--- src/rtl/gb_lcd_pixel_tx_if.sv ---
// Tile-row conduit between the PPU fetcher (master) and the pixel transmitter (slave).
interface gb_lcd_pixel_tx_if;
   logic [7:0] row_lo;
   logic [7:0] row_hi;
   logic       row_valid;
   logic       row_ready;

   modport master (output row_lo, output row_hi, output row_valid, input row_ready);
   modport slave  (input row_lo, input row_hi, input row_valid, output row_ready);
endinterface

--- src/rtl/gb_lcd_pixel_tx.sv ---
// GameBoy LCD pixel transmitter: DMG dot/line timing, 16-entry pixel FIFO fed by
// 2bpp tile rows, BGP palette mapping and a fixed 160 pixels per visible line.
module gb_lcd_pixel_tx #(
   parameter int unsigned DOTS_PER_LINE   = 456,
   parameter int unsigned LINES_PER_FRAME = 154,
   parameter int unsigned VISIBLE_LINES   = 144,
   parameter int unsigned LINE_PIXELS     = 160,
   parameter int unsigned DRAW_START      = 80
) (
   input  logic                     clk,
   input  logic                     reset_n,
   input  logic                     lcd_en,
   input  logic [7:0]               bgp,
   gb_lcd_pixel_tx_if.slave         row_if,
   input  logic                     underrun_clr,
   output logic [1:0]               LD,
   output logic                     PX_VALID,
   output logic [7:0]               LX,
   output logic [7:0]               LY,
   output logic [1:0]               MODE,
   output logic                     frame_start,
   output logic                     vblank_start,
   output logic                     underrun
);

   localparam int unsigned DrawEnd   = DRAW_START + LINE_PIXELS;
   localparam int unsigned FifoDepth = 16;

   typedef enum logic [1:0] {
      ModeHblank = 2'd0,
      ModeVblank = 2'd1,
      ModeOam    = 2'd2,
      ModeDraw   = 2'd3
   } mode_e;

   logic [8:0] dot_q, dot_d;
   logic [7:0] ly_q, ly_d;
   logic [4:0] count_q, count_d;
   logic [4:0] base;
   logic [1:0] fifo_q [FifoDepth];
   logic [1:0] fifo_d [FifoDepth];
   logic [1:0] ld_q;
   logic       px_valid_q;
   logic [7:0] lx_q;
   mode_e      mode_q, mode_d;
   logic       frame_start_q, vblank_start_q, underrun_q;

   logic       last_dot, pop_slot, push, fifo_empty, ready;
   logic [1:0] colour, shade;

   // Slot decode, handshake and palette lookup for the pixel leaving this cycle
   always_comb begin
      last_dot   = (dot_q == 9'(DOTS_PER_LINE - 1));
      pop_slot   = (ly_q < 8'(VISIBLE_LINES)) && (dot_q >= 9'(DRAW_START))
                   && (dot_q < 9'(DrawEnd));
      ready      = reset_n && lcd_en && (count_q <= 5'd8) && !last_dot;
      push       = row_if.row_valid && ready;
      fifo_empty = (count_q == 5'd0);
      // An empty FIFO still emits a pixel (colour 0) so the frame count never slips
      colour     = fifo_empty ? 2'b00 : fifo_q[0];
      shade      = bgp[{colour, 1'b0} +: 2];
   end

   assign row_if.row_ready = ready;

   // Dot/line counters and the mode the next cycle will report
   always_comb begin
      dot_d = last_dot ? 9'd0 : dot_q + 9'd1;
      ly_d  = ly_q;
      if (last_dot) begin
         ly_d = (ly_q == 8'(LINES_PER_FRAME - 1)) ? 8'd0 : ly_q + 8'd1;
      end
      if (ly_q >= 8'(VISIBLE_LINES)) begin
         mode_d = ModeVblank;
      end else if (dot_q < 9'(DRAW_START)) begin
         mode_d = ModeOam;
      end else if (dot_q < 9'(DrawEnd)) begin
         mode_d = ModeDraw;
      end else begin
         mode_d = ModeHblank;
      end
   end

   // FIFO next state: pop the head first, then append the new row behind what remains
   always_comb begin
      fifo_d  = fifo_q;
      base    = count_q;
      if (pop_slot && !fifo_empty) begin
         for (int i = 0; i < FifoDepth - 1; i++) begin
            fifo_d[i] = fifo_q[i + 1];
         end
         fifo_d[FifoDepth - 1] = 2'b00;
         base = count_q - 5'd1;
      end
      // base <= 8 whenever push is allowed, so base+7 stays inside the array
      if (push) begin
         for (int i = 0; i < 8; i++) begin
            fifo_d[base[3:0] + 4'(i)] = {row_if.row_hi[3'(7 - i)], row_if.row_lo[3'(7 - i)]};
         end
      end
      count_d = push ? base + 5'd8 : base;
      // Leftover pixels never carry into the next line
      if (last_dot) begin
         count_d = 5'd0;
      end
   end

   // FIFO storage; occupancy is tracked separately so the payload needs no reset
   always_ff @(posedge clk) begin
      fifo_q <= fifo_d;
   end

   // Timing, emission and flag registers; lcd_en low idles everything but underrun
   always_ff @(posedge clk) begin
      if (!reset_n || !lcd_en) begin
         dot_q          <= 9'd0;
         ly_q           <= 8'd0;
         count_q        <= 5'd0;
         ld_q           <= 2'b00;
         px_valid_q     <= 1'b0;
         lx_q           <= 8'd0;
         mode_q         <= ModeHblank;
         frame_start_q  <= 1'b0;
         vblank_start_q <= 1'b0;
         underrun_q     <= reset_n ? underrun_q : 1'b0;
      end else begin
         dot_q          <= dot_d;
         ly_q           <= ly_d;
         count_q        <= count_d;
         px_valid_q     <= pop_slot;
         ld_q           <= pop_slot ? shade : 2'b00;
         lx_q           <= pop_slot ? 8'(dot_q - 9'(DRAW_START)) : 8'd0;
         mode_q         <= mode_d;
         frame_start_q  <= (dot_q == 9'd0) && (ly_q == 8'd0);
         vblank_start_q <= (dot_q == 9'd0) && (ly_q == 8'(VISIBLE_LINES));
         // A new underrun beats a simultaneous clear
         if (pop_slot && fifo_empty) begin
            underrun_q <= 1'b1;
         end else if (underrun_clr) begin
            underrun_q <= 1'b0;
         end
      end
   end

   assign LD           = ld_q;
   assign PX_VALID     = px_valid_q;
   assign LX           = lx_q;
   assign LY           = ly_q;
   assign MODE         = mode_q;
   assign frame_start  = frame_start_q;
   assign vblank_start = vblank_start_q;
   assign underrun     = underrun_q;

endmodule
--- src/flat_wrapper.sv ---
// flat-port wrapper written by rule: the top's interface ports become plain ports
module gb_lcd_pixel_tx_flat 
#(
   parameter int unsigned DOTS_PER_LINE   = 456,
   parameter int unsigned LINES_PER_FRAME = 154,
   parameter int unsigned VISIBLE_LINES   = 144,
   parameter int unsigned LINE_PIXELS     = 160,
   parameter int unsigned DRAW_START      = 80
)
  (clk, reset_n, lcd_en, bgp, underrun_clr, LD, PX_VALID, LX, LY, MODE, frame_start, vblank_start, underrun, row_if_row_lo, row_if_row_hi, row_if_row_valid, row_if_row_ready);
  gb_lcd_pixel_tx_if row_if_i ();
  input  logic clk;
  input  logic reset_n;
  input  logic lcd_en;
  input  logic [7:0] bgp;
  input  logic underrun_clr;
  output logic [1:0] LD;
  output logic PX_VALID;
  output logic [7:0] LX;
  output logic [7:0] LY;
  output logic [1:0] MODE;
  output logic frame_start;
  output logic vblank_start;
  output logic underrun;
  input wire logic [$bits(row_if_i.row_lo)-1:0] row_if_row_lo;
  input wire logic [$bits(row_if_i.row_hi)-1:0] row_if_row_hi;
  input wire logic [$bits(row_if_i.row_valid)-1:0] row_if_row_valid;
  output wire logic [$bits(row_if_i.row_ready)-1:0] row_if_row_ready;
  assign row_if_i.row_lo = row_if_row_lo;
  assign row_if_i.row_hi = row_if_row_hi;
  assign row_if_i.row_valid = row_if_row_valid;
  assign row_if_row_ready = row_if_i.row_ready;
  gb_lcd_pixel_tx #(.DOTS_PER_LINE(DOTS_PER_LINE), .LINES_PER_FRAME(LINES_PER_FRAME), .VISIBLE_LINES(VISIBLE_LINES), .LINE_PIXELS(LINE_PIXELS), .DRAW_START(DRAW_START)) u_core (.clk(clk), .reset_n(reset_n), .lcd_en(lcd_en), .bgp(bgp), .row_if(row_if_i), .underrun_clr(underrun_clr), .LD(LD), .PX_VALID(PX_VALID), .LX(LX), .LY(LY), .MODE(MODE), .frame_start(frame_start), .vblank_start(vblank_start), .underrun(underrun));
endmodule
--- config.mk ---
export PLATFORM = sky130hd
export DESIGN_NAME = gb_lcd_pixel_tx_flat
export DESIGN_NICKNAME = d
export VERILOG_FILES = /design/src/rtl/gb_lcd_pixel_tx_if.sv /design/src/rtl/gb_lcd_pixel_tx.sv /design/src/flat_wrapper.sv
export SDC_FILE = /design/constraint.sdc
export NUM_CORES = 1
export LEC_CHECK = 0
export BUFFER_PORTS_ARGS = -buffer_cell sky130_fd_sc_hd__buf_4
export CAP_MARGIN = 30
export CORE_MARGIN = 2
export CORE_UTILIZATION = 25
export CTS_CLUSTER_SIZE = 25
export DETAILED_ROUTE_END_ITERATION = 8
export SYNTH_ARGS = -nofsm -noshare
export SYNTH_HDL_FRONTEND = slang
export SYNTH_SLANG_ARGS = --single-unit
--- constraint.sdc ---
create_clock -name clk -period 4.6 [get_ports clk]
set_input_delay 0.69 -clock clk [delete_from_list [all_inputs] [get_ports clk]]
set_output_delay 0.69 -clock clk [all_outputs]
set_load 0.02 [all_outputs]
==> impl_metrics.toml <==
[synthesis]
ys_seq_area_frac = 0.228
avgSynthCellArea_um2 = 7.63
synth_ff_type = "dfxtp_1"
synth_edf_count = 1
synth-seq-cells = 70
postSynth.asyncResetShare = 0
yosysWarnings = 0
yosysUniqueCellTypes = 97
synth_nets = 855
syn-instance-count = 811
syn_area_mm2 = 0.00619

[placed_design]
port_buffers = 45
dp_slack_ps = 206
routabilityCongestion = 1.00
dp_hpwl_mm = 17.4

[worst_setup_path]
criticalPathCategory = "flip-flop to flip-flop"
path_cells = "o31ai_4 > nand2_1 > or4_1 > nand2_4 > inv_1 > ha_2 > nor4b_1 > a21oi_1 > nor4_1 > buf_4 > o31ai_2 > nand2_2 > buf_4 > and3_1 > a221oi_1 > a211o_1"
r2r-start = "u_core.LY[4]"
critPathArrivalTime_ps = 4680
rrSetupSlack_ps = 220
required_ps = 4900
crit_path_max_incr_delay_ps = 620
cp.buffers_inverters = 3
path_delay_family = "simple AND/OR/NAND/NOR gates"
reg2reg_depth = 16
reg2reg_to = "u_core.fifo_q[24]"
cp_max_fo = 12
end_kind = "flip-flop"
worst_path_max_delay_cell = "or4_1"
path_common_cell = "buf_4"
start_kind = "flip-flop"

[global_route]
gr-total-overflow = 0
groute.usage.overall = 0.182
grt_pass1_wl_mm = 37.4
grt_pass1_vias = 6508
antenna_found_initial = 1
grt_max_degree = 37

[cts]
root_buffer = "clkbuf_16"
cts_resized = 0
cts_made_buffers = 9
cts_tree = "done"
cts_setup_buffers = 0
clk_pin_slew_worst_paths_ps = 60
cts.sinks = 70
clkLatencyLatePin_ps = 350
cts.htree.levels = 3
ctsHoldBuffers = 0
cts_buffer_depth = 2

[floorplanning]
chipWidth_um = 161
start_util = 0.254
die_y_um = 161
coreArea_mm2 = 0.0243
rows = 57
io_pins = 54
die-area_mm2 = 0.0260

[timing]
max_freq_mhz = 228
finalSetupTns_ps = 0
finalHoldViolations = 0
drv_slew = 0
layout_setup_ws_ps = 216
rsz0062_at_grt = "false"
setup_viol = 0
period_share = 0.953
slew_headroom = 0.244
clock_skew_ps = 6.33
tightest_slew_ps = 1100
fin_crit_ps = 4380

[hold_path]
min_from = "u_core.dot_q[0]"
hold_class = "flip-flop to flip-flop"
hold_path_depth = 1
whs_endpoint = "u_core.dot_q[0]"

[pwr]
ir_worst_vdd_mv = 0.162
leakage_nw = 2.55
p_per_area_mw_per_mm2 = 217

[finish]
syn2layout_area_growth_pct = 16.0
nNetsFinal = 882
num_antenna_cells = 0
drive_gt1_frac = 0.167

[route]
drc = 0
via_count = 6942
detail-route-antenna-nets = 0
wl_per_cell_um = 20.5
dr.pass1.iters = 8
viasPerCell = 5.95
routed_wl_mm = 24.0
first_iter_violations = 948

[flow_run]
drv_cap = 0

[status]
status = "completed"
-- where the power goes --
part	leakage, nW	switching [mW]	total (mW)	internal (mW)
combinational	1.83	0.116	0.189	0.0736
clock	0.145	0.302	0.705	0.404
sequential	0.574	0.0202	0.663	0.643
-- synthesized netlist by cell type (8+ instances only) --
cell,n,share of area
nor2_1,91,0.055
nand2_1,87,0.053
dfxtp_1,69,0.22
clkbuf_1,36,0.022
a21oi_1,33,0.027
nand3_1,31,0.025
o21ai_0,28,0.023
o22ai_1,25,0.025
a31oi_1,23,0.023
inv_1,21,0.013
mux2i_1,21,0.034
nor3_1,20,0.016
a221oi_1,19,0.027
o221ai_1,17,0.024
buf_2,16,0.013
ha_1,15,0.030
nor4_1,12,0.012
xor2_1,12,0.017
nand4_1,10,0.010
a2111oi_0,9,0.013
and2_1,9,0.0091
a211oi_1,8,0.0097
o21ai_1,8,0.0065
xnor2_1,8,0.011
-- worst max path at each step --
stage                                 start                 to  slack [ps]  cells past startpoint
final                          u_core.LY[4]  u_core.fifo_q[24]         220                     16
after floorplan           u_core.count_q[1]  u_core.fifo_q[26]         160                     19
after global placement         u_core.LY[4]  u_core.fifo_q[24]         260                     16
after CTS                 u_core.count_q[0]  u_core.fifo_q[24]         160                     17
after detailed placement       u_core.LY[4]  u_core.fifo_q[24]         210                     16
after global routing           u_core.LY[4]  u_core.fifo_q[25]           2                     14
-- cells in the final DEF, fill, tap and decap left out, types with 17 or more instances in the layout --
cell type	Yosys	routed
o22ai_1	25	25
a31oi_1	23	23
nor3_1	20	19
nor2_1	91	91
inv_1	21	21
mux2i_1	21	21
a21oi_1	33	33
dfxtp_1	69	69
o21ai_0	28	27
nand3_1	31	31
a221oi_1	19	19
o221ai_1	17	17
buf_4	3	81
nand2_1	87	87
-- final cells by class --
| class | instances | area, µm² |
|---|---|---|
| Clock buffer | 10 | 250 |
| Clock inverter | 6 | 47.5 |
| Fill cell | 2607 | 17100 |
| Inverter | 23 | 86.3 |
| Multi-Input combinational cell | 653 | 4370 |
| Sequential cell | 70 | 1410 |
| Tap cell | 324 | 405 |
| Timing Repair Buffer | 81 | 608 |
-- stage by stage --
step / cells / hold WS, ps / cell area, µm² / power [mW] / util
6_report: 1167 / 507 / 7180 / 1.56 / 0.295
5_1_grt: 1167 / 531 / 7180 / 1.62 / 0.295
4_1_cts: 1167 / 512 / 7170 / 1.57 / 0.295
3_5_place_dp: 1151 / 496 / 6880 / 0.860 / 0.283
3_3_place_gp: 1151 / 489 / 6880 / 0.858 / 0.283
2_1_floorplan: 811 / 469 / 6190 / 0.792 / -
-- state kept, by name (all words and copies together), names as in the netlist --
register             cells
u_core.LD                2
u_core.LX                8
u_core.LY                8
u_core.MODE              2
u_core.PX_VALID          1
u_core.count_q           5
u_core.dot_q             9
u_core.fifo_q           32
u_core.frame_start       1
u_core.underrun          1
u_core.vblank_start      1
-- routing by layer --
| metal | GRT usage | up-vias | routed length, µm |
|---|---|---|---|
| met2 | 0.279 | 392 | 10600 |
| met3 | 0.0416 | 70 | 2330 |
| met4 | 0.0824 | 2 | 1010 |
| met1 | 0.244 | 3287 | 10000 |
| met5 | 0 | - | 13 |
| li1 | - | 3191 | - |
-- kinds of logic after synthesis --
logic type | count (synthesis) | share of synthesized area
simple gates | 322 | 0.263
compound gates | 274 | 0.347
buf+inv | 88 | 0.0672
flops | 70 | 0.228
mux | 22 | 0.0358
xor+xnor | 20 | 0.0283
fa+ha+maj | 15 | 0.0303
Note: power is estimated with default switching activity, not from simulation.
